$ cat config.mk
export PLATFORM = sky130hd
export DESIGN_NAME = hand_scorer_flat
export DESIGN_NICKNAME = d
export VERILOG_FILES = /design/src/rtl/hand_scorer_if.sv /design/src/rtl/hand_scorer.sv /design/src/flat_wrapper.sv
export SDC_FILE = /design/constraint.sdc
export NUM_CORES = 1
export LEC_CHECK = 0
export ABC_CLOCK_PERIOD_IN_PS = 3600
export CAP_MARGIN = 15
export CORE_ASPECT_RATIO = 1.75
export CORE_UTILIZATION = 52
export CTS_CLUSTER_DIAMETER = 150
export CTS_CLUSTER_SIZE = 12
export DETAILED_ROUTE_END_ITERATION = 16
export GPL_TIMING_DRIVEN = 0
export PLACE_DENSITY = 0.78
export RECOVER_POWER = 25
export SYNTH_ARGS = -nofsm -noshare
export SYNTH_HDL_FRONTEND = slang
export SYNTH_SLANG_ARGS = --single-unit
$ cat constraint.sdc
create_clock -name clk -period 3.6 [get_ports clk]
set_input_delay 0.54 -clock clk [delete_from_list [all_inputs] [get_ports clk]]
set_output_delay 0.54 -clock clk [all_outputs]
set_load 0.02 [all_outputs]
$ cat src/rtl/hand_scorer_if.sv
// Card handshake between the dealer stage (master) and a hand scorer (slave).
interface hand_scorer_if;
  logic [3:0] card_in;
  logic       card_valid;
  logic       card_ready;

  modport master (output card_in, output card_valid, input card_ready);
  modport slave  (input card_in, input card_valid, output card_ready);
endinterface

$ cat src/rtl/hand_scorer.sv
// Scores one blackjack hand: best total, soft ace, bust, natural and completion,
// one card per handshake on the cards interface.
module hand_scorer #(
  parameter int MAX_CARDS = 11
) (
  input  logic               clk,
  input  logic               reset,
  hand_scorer_if.slave       cards,
  input  logic               new_hand_i,
  input  logic               stand_i,
  output logic [4:0]         total_o,
  output logic               soft_o,
  output logic [3:0]         card_count_o,
  output logic               bust_o,
  output logic               blackjack_o,
  output logic               done_o,
  output logic               bad_card_o
);

  typedef enum logic [1:0] {S_IDLE, S_COLLECT, S_STAND, S_BUST} state_e;

  localparam logic [3:0] MAX_CNT = 4'(MAX_CARDS);

  state_e     state_q, state_d;
  logic [4:0] hard_sum_q, hard_sum_d;
  logic       ace_seen_q, ace_seen_d;
  logic [3:0] card_count_q, card_count_d;
  logic       bust_q, bust_d;
  logic       blackjack_q, blackjack_d;
  logic       soft_q, soft_d;
  logic [4:0] total_q, total_d;
  logic       bad_card_q, bad_card_d;
  logic       done_q, done_d;

  logic [4:0] card_val;
  logic       card_ok, accept, score;
  logic [4:0] sum_nxt, total_nxt;
  logic       ace_nxt, soft_nxt;
  logic [3:0] count_nxt;

  // Zero marks an invalid code; face cards score 10.
  function automatic logic [4:0] card_value(input logic [3:0] code);
    logic [4:0] v;
    if (code >= 4'd1 && code <= 4'd10)       v = {1'b0, code};
    else if (code >= 4'd11 && code <= 4'd13) v = 5'd10;
    else                                     v = 5'd0;
    return v;
  endfunction

  always_comb begin
    card_val  = card_value(cards.card_in);
    card_ok   = (card_val != 5'd0);
    accept    = cards.card_valid & cards.card_ready;
    score     = accept & card_ok;
    sum_nxt   = hard_sum_q + card_val;
    ace_nxt   = ace_seen_q | (cards.card_in == 4'd1);
    soft_nxt  = ace_nxt & (sum_nxt <= 5'd11);
    total_nxt = soft_nxt ? sum_nxt + 5'd10 : sum_nxt;
    count_nxt = card_count_q + 4'd1;
  end

  always_ff @(posedge clk) begin
    if (reset) state_q <= S_IDLE;
    else       state_q <= state_d;
  end

  always_comb begin
    state_d = state_q;
    if (new_hand_i) begin
      state_d = S_COLLECT;
    end else if (state_q == S_COLLECT) begin
      // The card in the same cycle as stand is scored first, so it can still bust.
      if (score && sum_nxt > 5'd21)        state_d = S_BUST;
      else if (score && total_nxt == 5'd21) state_d = S_STAND;
      else if (stand_i)                     state_d = S_STAND;
    end
  end

  always_comb begin
    cards.card_ready = (state_q == S_COLLECT) && (card_count_q < MAX_CNT);
  end

  always_comb begin
    hard_sum_d   = hard_sum_q;
    ace_seen_d   = ace_seen_q;
    card_count_d = card_count_q;
    bust_d       = bust_q;
    blackjack_d  = blackjack_q;
    soft_d       = soft_q;
    total_d      = total_q;
    bad_card_d   = 1'b0;
    if (new_hand_i) begin
      hard_sum_d   = 5'd0;
      ace_seen_d   = 1'b0;
      card_count_d = 4'd0;
      bust_d       = 1'b0;
      blackjack_d  = 1'b0;
      soft_d       = 1'b0;
      total_d      = 5'd0;
    end else if (score) begin
      hard_sum_d   = sum_nxt;
      ace_seen_d   = ace_nxt;
      card_count_d = count_nxt;
      soft_d       = soft_nxt;
      total_d      = total_nxt;
      bust_d       = (sum_nxt > 5'd21);
      blackjack_d  = (count_nxt == 4'd2) && (total_nxt == 5'd21);
    end else if (accept) begin
      bad_card_d   = 1'b1;
    end
    done_d = (state_d == S_STAND) || (state_d == S_BUST);
  end

  always_ff @(posedge clk) begin
    if (reset) begin
      hard_sum_q   <= 5'd0;
      ace_seen_q   <= 1'b0;
      card_count_q <= 4'd0;
      bust_q       <= 1'b0;
      blackjack_q  <= 1'b0;
      soft_q       <= 1'b0;
      total_q      <= 5'd0;
      bad_card_q   <= 1'b0;
      done_q       <= 1'b0;
    end else begin
      hard_sum_q   <= hard_sum_d;
      ace_seen_q   <= ace_seen_d;
      card_count_q <= card_count_d;
      bust_q       <= bust_d;
      blackjack_q  <= blackjack_d;
      soft_q       <= soft_d;
      total_q      <= total_d;
      bad_card_q   <= bad_card_d;
      done_q       <= done_d;
    end
  end

  assign total_o      = total_q;
  assign soft_o       = soft_q;
  assign card_count_o = card_count_q;
  assign bust_o       = bust_q;
  assign blackjack_o  = blackjack_q;
  assign done_o       = done_q;
  assign bad_card_o   = bad_card_q;

endmodule

$ cat src/flat_wrapper.sv
// flat-port wrapper written by rule: the top's interface ports become plain ports
module hand_scorer_flat 
#(
  parameter int MAX_CARDS = 11
)
  (clk, reset, new_hand_i, stand_i, total_o, soft_o, card_count_o, bust_o, blackjack_o, done_o, bad_card_o, cards_card_in, cards_card_valid, cards_card_ready);
  hand_scorer_if cards_i ();
  input  logic clk;
  input  logic reset;
  input  logic new_hand_i;
  input  logic stand_i;
  output logic [4:0] total_o;
  output logic soft_o;
  output logic [3:0] card_count_o;
  output logic bust_o;
  output logic blackjack_o;
  output logic done_o;
  output logic bad_card_o;
  input wire logic [$bits(cards_i.card_in)-1:0] cards_card_in;
  input wire logic [$bits(cards_i.card_valid)-1:0] cards_card_valid;
  output wire logic [$bits(cards_i.card_ready)-1:0] cards_card_ready;
  assign cards_i.card_in = cards_card_in;
  assign cards_i.card_valid = cards_card_valid;
  assign cards_card_ready = cards_i.card_ready;
  hand_scorer #(.MAX_CARDS(MAX_CARDS)) u_core (.clk(clk), .reset(reset), .cards(cards_i), .new_hand_i(new_hand_i), .stand_i(stand_i), .total_o(total_o), .soft_o(soft_o), .card_count_o(card_count_o), .bust_o(bust_o), .blackjack_o(blackjack_o), .done_o(done_o), .bad_card_o(bad_card_o));
endmodule
# Word-level counts from Yosys, hierarchy flattened

Cells that the tools add are included.

$add $sub $neg: 3
Order comparisons: 7
Equal/unequal tests: 6
Mux-type cells: 9
Bitwise logic cells: 4
Reduce and logical (&&, ||, !) cells: 10

Operator list:

| kind                | count |
|---|---|
| $mux 2              | 5 |
| $mux 5              | 2 |
| $le 4x4->1 const B  | 2 |
| $logic_and 1x1->1   | 6 |
| $add 5x4->5 const B | 1 |
| $add 5x5->5         | 1 |
| $eq 5x5->1 const B  | 1 |
| $gt 5x5->1 const B  | 1 |
| $le 5x4->1 const B  | 1 |
| $reduce_bool 5->1   | 1 |
| $add 4x1->4 const B | 1 |
| $eq 2x2->1 const B  | 2 |
| $eq 4x1->1 const B  | 1 |
| $eq 4x2->1 const B  | 1 |
| $ge 4x1->1 const B  | 1 |
| $ge 4x4->1 const B  | 1 |
| $lt 4x4->1 const B  | 1 |
| $mux 4              | 1 |
| $and 1x1->1         | 3 |
| $reduce_or 3->1     | 1 |
| $eq 2x1->1 const B  | 1 |
| $reduce_or 2->1     | 1 |
| $logic_or 1x1->1    | 1 |
| $mux 1              | 1 |
| $or 1x1->1          | 1 |

Register bits: 22
Output and inout bits: 15
Word-level logic and storage cells: 49

# Depth between registers and ports, before layout

Depth after elaboration: 16
Depth in mapped cells: 14
Gate-level depth less buffers: 13

# Worst setup path before layout

OpenSTA, ideal clock, no wires.

Kind: input -> register
Start: input cards_card_in[1]
End: register u_core.total_q[2], in the netlist u_core.total_o[2]
Setup time: 0.079 ns
Arrival time: 3.047 ns
Data required time: 3.521 ns
Setup slack: 0.473 ns
Cell stages on the path: 14
Path through: o21ai_0 -> and2_1 -> ha_1 -> inv_1 -> fa_1 -> clkbuf_1 -> inv_1 -> ha_1 -> nand3_1 -> nand2_1 -> and3_4 -> nor3_1 -> mux2_2 -> a211oi_2

Cells in the longest elaborated chain, start to end: 8
Elaborated cells on any way between the ends: 17

RTL lines:

| what                                            | RTL line           | source |
|---|---|---|
| start: declaration                              | flat_wrapper.sv:19 | `input wire logic [$bits(cards_i.card_in)-1:0] cards_card_in;` |
| $ge 4x4->1 / $le 4x4->1 (equally long branches) | hand_scorer.sv:45  | `else if (code >= 4'd11 && code <= 4'd13) v = 5'd10;` |
| $logic_and 1x1->1                               | hand_scorer.sv:45  |  |
| $mux 4                                          | hand_scorer.sv:45  |  |
| $mux 5 (*)                                      | hand_scorer.sv:44  | `if (code >= 4'd1 && code <= 4'd10) v = {1'b0, code};` |
| $add 5x5->5 (*)                                 | hand_scorer.sv:55  | `sum_nxt = hard_sum_q + card_val;` |
| net u_core.sum_nxt[1]                           | hand_scorer.sv:37  | `logic [4:0] sum_nxt, total_nxt;` |
| $le 5x4->1                                      | hand_scorer.sv:57  | `soft_nxt = ace_nxt & (sum_nxt <= 5'd11);` |
| $and 1x1->1                                     | hand_scorer.sv:57  |  |
| $mux 5 (*)                                      | hand_scorer.sv:58  | `total_nxt = soft_nxt ? sum_nxt + 5'd10 : sum_nxt;` |
| end signal: assignment                          | hand_scorer.sv:132 | `total_q <= total_d;` |
| end: declaration                                | hand_scorer.sv:31  | `logic [4:0] total_q, total_d;` |

The timed path passes the listed nets; every way through them passes the cells marked *.
A chain may end at the register's enable or synchronous reset.

# Final worst setup path

Start: input cards_card_in[0]
End: register u_core.state_q[0]

Cells in the longest elaborated chain, start to end: 14
Elaborated cells on any way between the ends: 25

RTL lines:

| what                                            | RTL line          | source |
|---|---|---|
| $ge 4x4->1 / $le 4x4->1 (equally long branches) | hand_scorer.sv:45 |  |
| $logic_and 1x1->1                               | hand_scorer.sv:45 |  |
| $mux 4                                          | hand_scorer.sv:45 |  |
| $mux 5 (*)                                      | hand_scorer.sv:44 |  |
| $add 5x5->5 (*)                                 | hand_scorer.sv:55 |  |
| net u_core.sum_nxt[1]                           | hand_scorer.sv:37 |  |
| $le 5x4->1                                      | hand_scorer.sv:57 |  |
| $and 1x1->1                                     | hand_scorer.sv:57 |  |
| $mux 5                                          | hand_scorer.sv:58 |  |
| $eq 5x5->1                                      | hand_scorer.sv:74 | `else if (score && total_nxt == 5'd21) state_d = S_STAND;` |
| $logic_and 1x1->1                               | hand_scorer.sv:74 |  |
| $mux 2                                          | hand_scorer.sv:74 |  |
| $mux 2 (*)                                      | hand_scorer.sv:73 | `if (score && sum_nxt > 5'd21) state_d = S_BUST;` |
| $mux 2 (*)                                      | hand_scorer.sv:71 | `end else if (state_q == S_COLLECT) begin` |
| $mux 2 (*)                                      | hand_scorer.sv:69 | `if (new_hand_i) begin` |
| end signal: assignment                          | hand_scorer.sv:64 | `else state_q <= state_d;` |
| end: declaration                                | hand_scorer.sv:24 | `state_e state_q, state_d;` |

Marked as above.

==> flow_summary_export.csv <==
group,metric,value,unit
grt,track_usage,26.16,%
drt,wirelength,3138,microns
critical_path,cp_max_fo,8,
cts,cts.sinks,21,
final_layout,area_delta_synth_final,24.27,%
critical_path,startpoint_type,"primary input",
grt,grt_pass1_vias,1183,
worst_hold_path,holdPathEnd,"u_core.total_o[1]",
drt,drc_errors,0,
worst_hold_path,hold_class,"reg -> reg",
critical_path,r2r-start,"u_core.total_o[0]",
place,place.gp.congestion,0.7617,
power,comb_power_share,20.1,%
cts,numCtsBuffers,3,
run,maxCapViolCount,0,
cts,cts_tree,"yes",
synthesis,ys_warn_count,0,
timing,max_slew_margin,68.35,%
drt,postRouteAntennaNets,0,
final_layout,seq_area,420.4,sq um
timing,post-route-min-period,3.497,ns
synthesis,synth_top_area_cell,"dfxtp_1",
place,placed_area,1582,sq um
power,p_clk_share,31.2,%
timing,tightest_slew,0.4748,ns
cts,path_clk_slew,0.07,ns
grt,grt_max_degree,12,
final_layout,final_cell_mix,"dfxtp_1 (21), nand2_1 (18), nor2_1 (16)",
critical_path,reg2regPathDepth,12,
final_layout,antennaDiodeCount,0,
synthesis,yosysSeqAreaShare,31.85,%
place,io_buffers,23,
power,finalPower,0.4924,mW
critical_path,r2r_end,"u_core.state_q[0]",
final_layout,fillCellCount,196,
power,ir_drop,0.2588,mV
timing,max_freq,0.2860,GHz
cts,htreeDepth,1,
grt,antenna_found_initial,0,
floorplan,initial_core_util,56.63,%
final_layout,multi_input_area,843.3,sq um
cts,clk_latency,0.26,ns
drt,detail_route.first_pass.iterations,4,
run_status,outcome,"complete, no violations",
critical_path,worst-endpoint-arrival,3.65,ns
floorplan,design.portCount,24,
timing,hold_viol_final,0,
critical_path,crit_path_top_delay_cell,"clkdlybuf4s50_1",
cts,cts_max_path_buffers,2,
power,power.density,300.2,nW/um^2
synthesis,syn_avg_cell_area,8.572,sq um
power,power_frac_seq,48.7,%
drt,drt_iter0_drc,20,
floorplan,fp.dieW,40.09,microns
timing,post-route-period-util,97.14,%
drt,wl_per_cell,15.23,microns
synthesis,yosys.area.top_type_share,31.85,%
timing,whs,0.4579,ns
power,internal-power,0.3569,mW
critical_path,path_class,"in -> reg",
worst_hold_path,hp-start,"u_core.total_o[1]",
drt,drt-vias-per-instance,5.917,
synthesis,synth_area,1320,sq um
floorplan,coreArea,2331,sq um
power,p_sw,0.1356,mW
place,dpl.hpwl,2449,microns
final_layout,layout_commonest_cell,"dfxtp_1",
synthesis,ys_types,51,
timing,skew,0.003503,ns
drt,vias,1219,
final_layout,drive_above_1_share,12.71,%
timing,setup_viol,0,
synthesis,synth.net_count,173,
worst_hold_path,min_path_cells,2,
synthesis,ys_top_cells_by_area,"dfxtp_1 (32%), ha_1 (8.5%), nand2_1 (5.1%)",
critical_path,regToRegSetupSlack,0.70,ns
power,swShare,27.53,%
power,leakage,0.6495,nW
timing,drv_slew,0,
synthesis,yosys_register_bits,21,
floorplan,num_rows,23,
synthesis,syn_inst,154,
floorplan,die-area,2752,sq um
critical_path,slowest_delay,0.54,ns
critical_path,required,3.75,ns
critical_path,cp-end-kind,"flop",
critical_path,path_cells,"clkdlybuf4s50_1, and2_1, ha_1, inv_1, fa_1, clkbuf_2, inv_1, ha_1, nand3_1, nand2_1, or3_4, nor4_4, o22ai_2, a221o_1",
grt,grt_pass1_wl,5030,microns
cts,root_buffer,"clkbuf_8",
final_layout,final_cell_area,1640,sq um
floorplan,die_y,68.65,microns
final_layout,nets,201,
grt,gr-total-overflow,0,
logic make-up after synthesis:
group	share of synthesized area, %
buf+inv	5.213
flops	31.85
xor+xnor	4.551
simple gates	25.40
fa+ha+maj	10.05
compound gates	20.57
mux	2.370
critical path, delay by kind of cell:
family | cells | cell delay, ns
AO/OA/AOI/OAI | 2 | 0.45
adder cells (fa/ha/maj) | 3 | 0.89
buffers and inverters | 4 | 0.91
AND/OR/NAND/NOR | 5 | 0.84
metrics by stage:
| stage | util [%] | TNS, ns | std cells | worst slack [ns] |
|---|---|---|---|---|
| 2_1_floorplan | - | 0 | 154 | 0.4734 |
| 3_3_place_gp | 67.85 | -1.588 | 202 | -0.3402 |
| 3_5_place_dp | 67.85 | -2.386 | 202 | -0.4192 |
| 4_1_cts | 69.94 | 0 | 206 | 0.03423 |
| 5_1_grt | 70.37 | -0.02209 | 206 | -0.02209 |
| 6_report | 70.37 | 0 | 206 | 0.1029 |
registers in the layout, indices dropped and copies added, names as in the netlist:
register / cells
u_core.bust_o: 1
u_core.blackjack_o: 1
u_core.state_q: 2
u_core.done_o: 1
u_core.bad_card_o: 1
u_core.card_count_o: 4
u_core.soft_o: 1
u_core.total_o: 5
u_core.hard_sum_q: 4
u_core.ace_seen_q: 1
worst max path at each step:
| stage | startpoint | endpoint | slack [ns] |
|---|---|---|---|
| CTS | cards_card_in[3] | u_core.state_q[0] | 0.03 |
| detailed placement | cards_card_in[1] | u_core.state_q[0] | -0.42 |
| global placement | cards_card_in[1] | u_core.total_o[2] | -0.34 |
| global route | cards_card_in[0] | u_core.state_q[0] | -0.02 |
| finish | cards_card_in[0] | u_core.state_q[0] | 0.10 |
| floorplan | cards_card_in[1] | u_core.total_o[2] | 0.47 |
per-layer routing:
metal | global-route usage, % | share of wire, %
met5 | 0 | 0
met4 | 14.22 | 3.2
met3 | 2.244 | 3.1
met2 | 48.59 | 56
met1 | 26.45 | 38
area by class of cell:
type	instances	share of cell area, %
Clock buffer	4	2.746
Buffer	7	2.441
Sequential cell	21	25.63
Multi-Input combinational cell	118	51.41
Tap cell	25	1.907
Timing Repair Buffer	23	14.04
Inverter	8	1.831
power groups by stage:
stage	sequential, mW	combinational [mW]	clock, mW
6_report	0.240	0.0991	0.154
5_1_grt	0.241	0.109	0.163
4_1_cts	0.240	0.0976	0.155
3_5_place_dp	0.245	0.0969	0
3_3_place_gp	0.245	0.0937	0
2_1_floorplan	0.247	0.0615	0
cells in the mapped netlist (all sizes together):
cell,instances
a211oi,5
a21boi,1
a21o,1
a21oi,10
a221o,1
a31oi,4
a41oi,1
and2,3
and3,2
and4,1
buf,5
clkbuf,2
dfxtp,21
fa,1
ha,9
inv,8
mux2,1
mux2i,2
nand2,18
nand2b,1
nand3,5
nand4,1
nor2,16
nor2b,1
nor3,3
nor3b,3
nor4,2
nor4b,1
o2111a,1
o2111ai,1
o211ai,1
o21ai,6
o21bai,1
o22ai,1
o311a,1
o311ai,1
o31ai,2
or2,1
or3,1
or3b,1
or4,1
xnor2,2
xor2,4
timing repair:
item | in CTS | in global routing
resized for setup | 4 | 2
setup endpoints to repair | 6 | 7
setup buffers | 0 | 0
hold buffers | 0 | 0
Note: power is estimated with default switching activity, not from simulation.
